### src/rtl/pipeline_hazard_ctrl.sv
// pipeline_hazard_ctrl
//   Central sequencer for the IF/ID, ID/EX, EX/MEM and MEM/WB pipeline
//   registers and the PC. Produces per-stage write enables and bubble
//   (flush) strobes from load-use hazards, taken branches resolved in
//   EX/MEM, and a variable-latency data-memory handshake guarded by a
//   timeout watchdog.
//
//   Priority of conditions: freeze > taken branch > load-use > normal.
//
// Parameters
//   MEM_TIMEOUT  max consecutive dmem-wait count before TIMEOUT (1..255)
//   CNT_W        performance counter width (PIPE_PERF_CNT_EN only)
//
// Ports
//   clk, reset                  clock; synchronous active-low reset
//   if_id_rs1/rs2/uses_rs2      source registers of the IF/ID instruction
//   id_ex_memRead, id_ex_rd     load in ID/EX and its destination
//   ex_mem_branch/alu_zero      branch in EX/MEM and its outcome
//   ex_mem_memRead/memWrite     memory access in EX/MEM
//   dmem_ready                  data memory completes this cycle
//   pc_write, pc_sel_branch     PC enable / select branch target
//   *_write, *_flush            per-stage enables and bubble strobes
//   dmem_timeout                sticky watchdog flag
//
// Configuration macro
//   PIPE_PERF_CNT_EN  adds stall_cnt / flush_cnt / freeze_cnt outputs

module pipeline_hazard_ctrl #(
  parameter int unsigned MEM_TIMEOUT = 15,
  parameter int unsigned CNT_W       = 32
) (
  input  logic             clk,
  input  logic             reset,
  input  logic [4:0]       if_id_rs1,
  input  logic [4:0]       if_id_rs2,
  input  logic             if_id_uses_rs2,
  input  logic             id_ex_memRead,
  input  logic [4:0]       id_ex_rd,
  input  logic             ex_mem_branch,
  input  logic             ex_mem_alu_zero,
  input  logic             ex_mem_memRead,
  input  logic             ex_mem_memWrite,
  input  logic             dmem_ready,
  output logic             pc_write,
  output logic             pc_sel_branch,
  output logic             if_id_write,
  output logic             if_id_flush,
  output logic             id_ex_write,
  output logic             id_ex_flush,
  output logic             ex_mem_write,
  output logic             ex_mem_flush,
  output logic             mem_wb_write,
  output logic             dmem_timeout
`ifdef PIPE_PERF_CNT_EN
  ,
  output logic [CNT_W-1:0] stall_cnt,
  output logic [CNT_W-1:0] flush_cnt,
  output logic [CNT_W-1:0] freeze_cnt
`endif
);

  if (MEM_TIMEOUT < 1 || MEM_TIMEOUT > 255 || CNT_W < 1) begin : g_param_check
    $error("pipeline_hazard_ctrl: MEM_TIMEOUT must be 1..255 and CNT_W >= 1");
  end

  typedef enum logic [1:0] {
    RUN      = 2'd0,
    MEM_WAIT = 2'd1,
    TIMEOUT  = 2'd2
  } state_t;

  localparam logic [7:0] TIMEOUT_CNT = 8'(MEM_TIMEOUT);

  state_t     state, state_next;
  logic [7:0] wait_cnt, wait_cnt_next;
  logic       timeout_next;

  logic mem_acc;
  logic freeze;
  logic take;
  logic lu;

  // Hazard terms. Each lower-priority term is masked by the higher ones,
  // so at most one of freeze/take/lu is active in any cycle.
  always_comb begin
    mem_acc = ex_mem_memRead | ex_mem_memWrite;
    freeze  = (state == TIMEOUT) | (mem_acc & ~dmem_ready);
    take    = ex_mem_branch & ex_mem_alu_zero & ~freeze;
    lu      = id_ex_memRead & (id_ex_rd != 5'd0)
              & ((id_ex_rd == if_id_rs1) | (if_id_uses_rs2 & (id_ex_rd == if_id_rs2)))
              & ~freeze & ~take;
  end

  // Control outputs: all zero while reset is asserted or the pipe is frozen.
  always_comb begin
    pc_write      = 1'b0;
    pc_sel_branch = 1'b0;
    if_id_write   = 1'b0;
    if_id_flush   = 1'b0;
    id_ex_write   = 1'b0;
    id_ex_flush   = 1'b0;
    ex_mem_write  = 1'b0;
    ex_mem_flush  = 1'b0;
    mem_wb_write  = 1'b0;
    if (reset && !freeze) begin
      pc_write     = 1'b1;
      if_id_write  = 1'b1;
      id_ex_write  = 1'b1;
      ex_mem_write = 1'b1;
      mem_wb_write = 1'b1;
      if (take) begin
        pc_sel_branch = 1'b1;
        if_id_flush   = 1'b1;
        id_ex_flush   = 1'b1;
        ex_mem_flush  = 1'b1;
      end else if (lu) begin
        // Hold PC and IF/ID, inject a bubble into ID/EX.
        pc_write    = 1'b0;
        if_id_write = 1'b0;
        id_ex_flush = 1'b1;
      end
    end
  end

  // Memory-wait sequencer and watchdog.
  always_comb begin
    state_next    = state;
    wait_cnt_next = wait_cnt;
    timeout_next  = dmem_timeout;
    unique case (state)
      RUN: begin
        if (mem_acc && !dmem_ready) begin
          state_next    = MEM_WAIT;
          wait_cnt_next = 8'd1;
        end
      end
      MEM_WAIT: begin
        if (dmem_ready) begin
          state_next    = RUN;
          wait_cnt_next = '0;
        end else if (wait_cnt == TIMEOUT_CNT) begin
          state_next    = TIMEOUT;
          timeout_next  = 1'b1;
        end else begin
          wait_cnt_next = wait_cnt + 8'd1;
        end
      end
      TIMEOUT: begin
        state_next = TIMEOUT;
      end
      default: begin
        state_next    = RUN;
        wait_cnt_next = '0;
      end
    endcase
  end

  always_ff @(posedge clk) begin
    if (!reset) begin
      state        <= RUN;
      wait_cnt     <= '0;
      dmem_timeout <= 1'b0;
    end else begin
      state        <= state_next;
      wait_cnt     <= wait_cnt_next;
      dmem_timeout <= timeout_next;
    end
  end

`ifdef PIPE_PERF_CNT_EN
  localparam logic [CNT_W-1:0] CNT_ONE = CNT_W'(1);

  always_ff @(posedge clk) begin
    if (!reset) begin
      stall_cnt  <= '0;
      flush_cnt  <= '0;
      freeze_cnt <= '0;
    end else begin
      if (lu)     stall_cnt  <= stall_cnt + CNT_ONE;
      if (take)   flush_cnt  <= flush_cnt + CNT_ONE;
      if (freeze) freeze_cnt <= freeze_cnt + CNT_ONE;
    end
  end
`endif

endmodule

### config.mk
export PLATFORM = sky130hd
export DESIGN_NAME = pipeline_hazard_ctrl
export DESIGN_NICKNAME = d
export VERILOG_FILES = /design/src/rtl/pipeline_hazard_ctrl.sv
export SDC_FILE = /design/constraint.sdc
export NUM_CORES = 1
export LEC_CHECK = 0
export CAP_MARGIN = 40
export CORE_MARGIN = 5
export CORE_UTILIZATION = 45
export CTS_CLUSTER_SIZE = 40
export DETAILED_ROUTE_END_ITERATION = 7
export PLACE_DENSITY = 0.92
export RECOVER_POWER = 50
export SETUP_SLACK_MARGIN = 0.4
export SLEW_MARGIN = 20
export SYNTH_ARGS = -nofsm -noshare
export SYNTH_HDL_FRONTEND = slang
export SYNTH_SLANG_ARGS = --single-unit
### constraint.sdc
create_clock -name clk -period 4.95 [get_ports clk]
set_clock_uncertainty 0.1 [all_clocks]
set_input_delay 0.7425 -clock clk [delete_from_list [all_inputs] [get_ports clk]]
set_output_delay 0.7425 -clock clk [all_outputs]
set_load 0.01 [all_outputs]
==> results.py <==
metrics = {
    "sta": {
        "finalCriticalPeriod_ps": 3584,
        "tightest_slew_ps": 557.2,
        "finalCritPeriodShare": 0.7241,
        "setup_viol": 0,
        "fin_ws_ps": 1366,
        "whs_ps": 355.9,
        "rsz0062_at_grt": "false",
        "tns_ps": 0,
        "finalHoldViolCount": 0,
        "drv_slew": 0,
        "max-slew-margin-rel": 0.6274,
        "fmax_mhz": 279.0,
    },
    "route": {
        "detail-route-antenna-nets": 0,
        "viasPerCell": 5.373,
        "wire_per_inst_um": 13.77,
        "drcViolationCount": 0,
        "wirelength_um": 2066,
        "num_vias": 806,
        "first_iter_violations": 12,
        "drtPass1Iterations": 4,
    },
    "global_routing": {
        "grtUsageTotal": 0.1639,
        "grt_max_degree": 17,
        "grt-ovfl-total": 0,
        "grt_first_pass_wirelength_um": 3339,
        "grt_pass1_vias": 765,
        "antenna_found_initial": 0,
    },
    "yosys": {
        "synth_common_cells": "dfxtp_1, nand3_1, xor2_1",
        "synthesis.area_per_instance_um2": 8.420,
        "ys_ff_latch": 11,
        "syn_inst": 96,
        "syn_area_um2": 808.3,
        "synth_ff_type": "dfxtp_1",
        "syn_nets": 121,
        "synth_area_leaders": "dfxtp_1, xor2_1, nand3_1",
        "synth_most_common_cell": "dfxtp_1",
        "yosys.area.top_type_share": 0.2724,
        "ys_types": 35,
        "synthArstFlopShare": 0,
        "synth_edf_count": 0,
        "ys_seq_area_frac": 0.2724,
        "synth_area_leader_cell": "dfxtp_1",
        "ys_warn_count": 0,
    },
    "clocking": {
        "cts_resized": 0,
        "clockRootBuffer": "clkbuf_4",
        "cts.clk_slew.worst_paths_ps": 70,
        "cts_tree": "done",
        "cts_buffers": 3,
        "h-tree-depth": 1,
        "cts_hold_buf": 0,
        "insertion_delay_ps": 280,
        "clkSinkCount": 11,
        "post_cts_buffers": 0,
        "clockBufferDepth": 2,
    },
    "pwr": {
        "leakage_uw": 0.0004025,
        "pwr_density_cell_nw_per_um2": 185.1,
        "p_total_uw": 212.4,
        "irDropWorstVdd_v": 0.0001325,
    },
    "worst_setup_path": {
        "crit_path_end_kind": "primary output",
        "worst-path-buf-inv": 2,
        "max_stage_delay_ps": 540,
        "cp_max_fo": 3,
        "arrival_ps": 2740,
        "cpMostUsedCell": "clkdlybuf4s50_1",
        "critical_path.top_delay_family": "buffers and inverters",
        "crit_required_ps": 4110,
        "path_cells": "clkdlybuf4s50_1 -> or4_1 -> o21ai_0 -> nand2b_1 -> o21a_1 -> clkdlybuf4s50_1",
        "cp-start-kind": "input port",
        "crit_slowest_cell": "clkdlybuf4s50_1",
        "worstSetupPathType": "input port to primary output",
    },
    "cells_and_area": {
        "antenna_cells": 0,
        "multi_input_area_um2": 528.0,
        "fin_nets": 151,
        "syn2layout_area_growth_pct": 41.95,
        "nFillCells": 152,
        "regArea_um2": 220.2,
        "drive_above_1_share": 0.05600,
    },
    "place": {
        "portBuffers": 33,
        "hpwl_um": 1651,
        "gp_congestion": 0.8354,
        "pre_cts_ws_ps": 1345,
    },
    "die": {
        "fp.dieW_um": 52.38,
        "fp-row-count": 15,
        "core_um2": 1727,
        "die-area_um2": 2744,
        "die_h_um": 52.38,
        "ios": 34,
        "initial_core_util": 0.4681,
    },
    "worst_hold_path": {
        "hold_class": "flop to flop",
    },
    "status": {
        "outcome": "finished, final reports clean",
    },
    "job": {
        "max_cap_violations": 0,
    },
}
-- final cells by class --
type / instances / share of cell area
repair buffers: 33 / 0.2879
flip-flops and latches: 11 / 0.1919
clock buffers: 4 / 0.02290
inverters: 3 / 0.009815
well taps: 25 / 0.02726
multi-input cells: 74 / 0.4602
-- kinds of logic (layout without fill, tap and decap cells) --
kind of cell | count (synthesis) | after routing | synth area share
flops | 11 | 11 | 0.2724
fa+ha+maj | 1 | 1 | 0.01548
compound gates | 24 | 24 | 0.2368
simple gates | 35 | 35 | 0.2430
buf+inv | 11 | 40 | 0.07431
mux | 4 | 4 | 0.04954
xor+xnor | 10 | 10 | 0.1084
-- state kept, by name (all words and copies together) (netlist names) --
signal / cells
dmem_timeout: 1
wait_cnt: 8
state: 2
-- through the flow --
step	area, um2	util	instances
final	1147	0.6645	150
after detailed placement	1121	0.6493	146
after global placement	1121	0.6493	146
after floorplan	808.3	-	96
after global routing	1147	0.6645	150
after CTS	1147	0.6645	150
-- worst paths after layout --
| check | start | endpoint | slack, ps | cells after the start |
|---|---|---|---|---|
| worst max-delay path | id_ex_rd[1] | pc_write | 1370 | 6 |
| worst min-delay path | dmem_timeout$_SDFFE_PN0P_ | dmem_timeout$_SDFFE_PN0P_ | 360 | 2 |
| worst max register to register | state[1]$_SDFFE_PN0P_ | wait_cnt[6]$_SDFFE_PN0P_ | 3030 | 4 |
| worst min register to register | dmem_timeout$_SDFFE_PN0P_ | dmem_timeout$_SDFFE_PN0P_ | 360 | 2 |
-- cells in the final DEF (no fill, tap or decap), drive strengths merged --
cell type and n:
clkdlybuf4s50 31, dfxtp 11, nand3 10, xor2 9, a21boi 6, nand2 5, nand3b 5, nor2 4
a21oi 4, mux2i 4, clkbuf 4, inv 3, o21ai 3, or4 3, nand2b 2, o31ai 2
o21a 2, dlygate4sd3 2, o211ai 1, nor4 1, xnor2 1, nor3 1, a32oi 1, or2 1
o41ai 1, a211o 1, o2111a 1, and3 1, and2 1, a211oi 1, or3 1, o2111ai 1
ha 1
-- report_power, final --
| group | internal [uW] | total (uW) | switching, uW |
|---|---|---|---|
| sequential | 89.9 | 92.2 | 2.27 |
| clock | 31.3 | 63.3 | 32.0 |
| combinational | 33.5 | 56.9 | 23.5 |
| total | 155 | 212 | 57.7 |
-- metal layers --
metal	vias to the layer above	global-route usage	routed length, um
met5	-	0	0
met4	0	0.06383	32
met3	5	0.05983	248
met2	36	0.2727	902
met1	359	0.1884	882
li1	406	-	-
-- worst register-to-register path: cells and delay by family, from the launching register on --
| family | cells | cell delay, ps |
|---|---|---|
| compound gates | 1 | 420 |
| flops | 1 | 370 |
| mux | 1 | 210 |
| simple gates | 2 | 750 |
No activity file was read; power rests on OpenSTA's default activity.
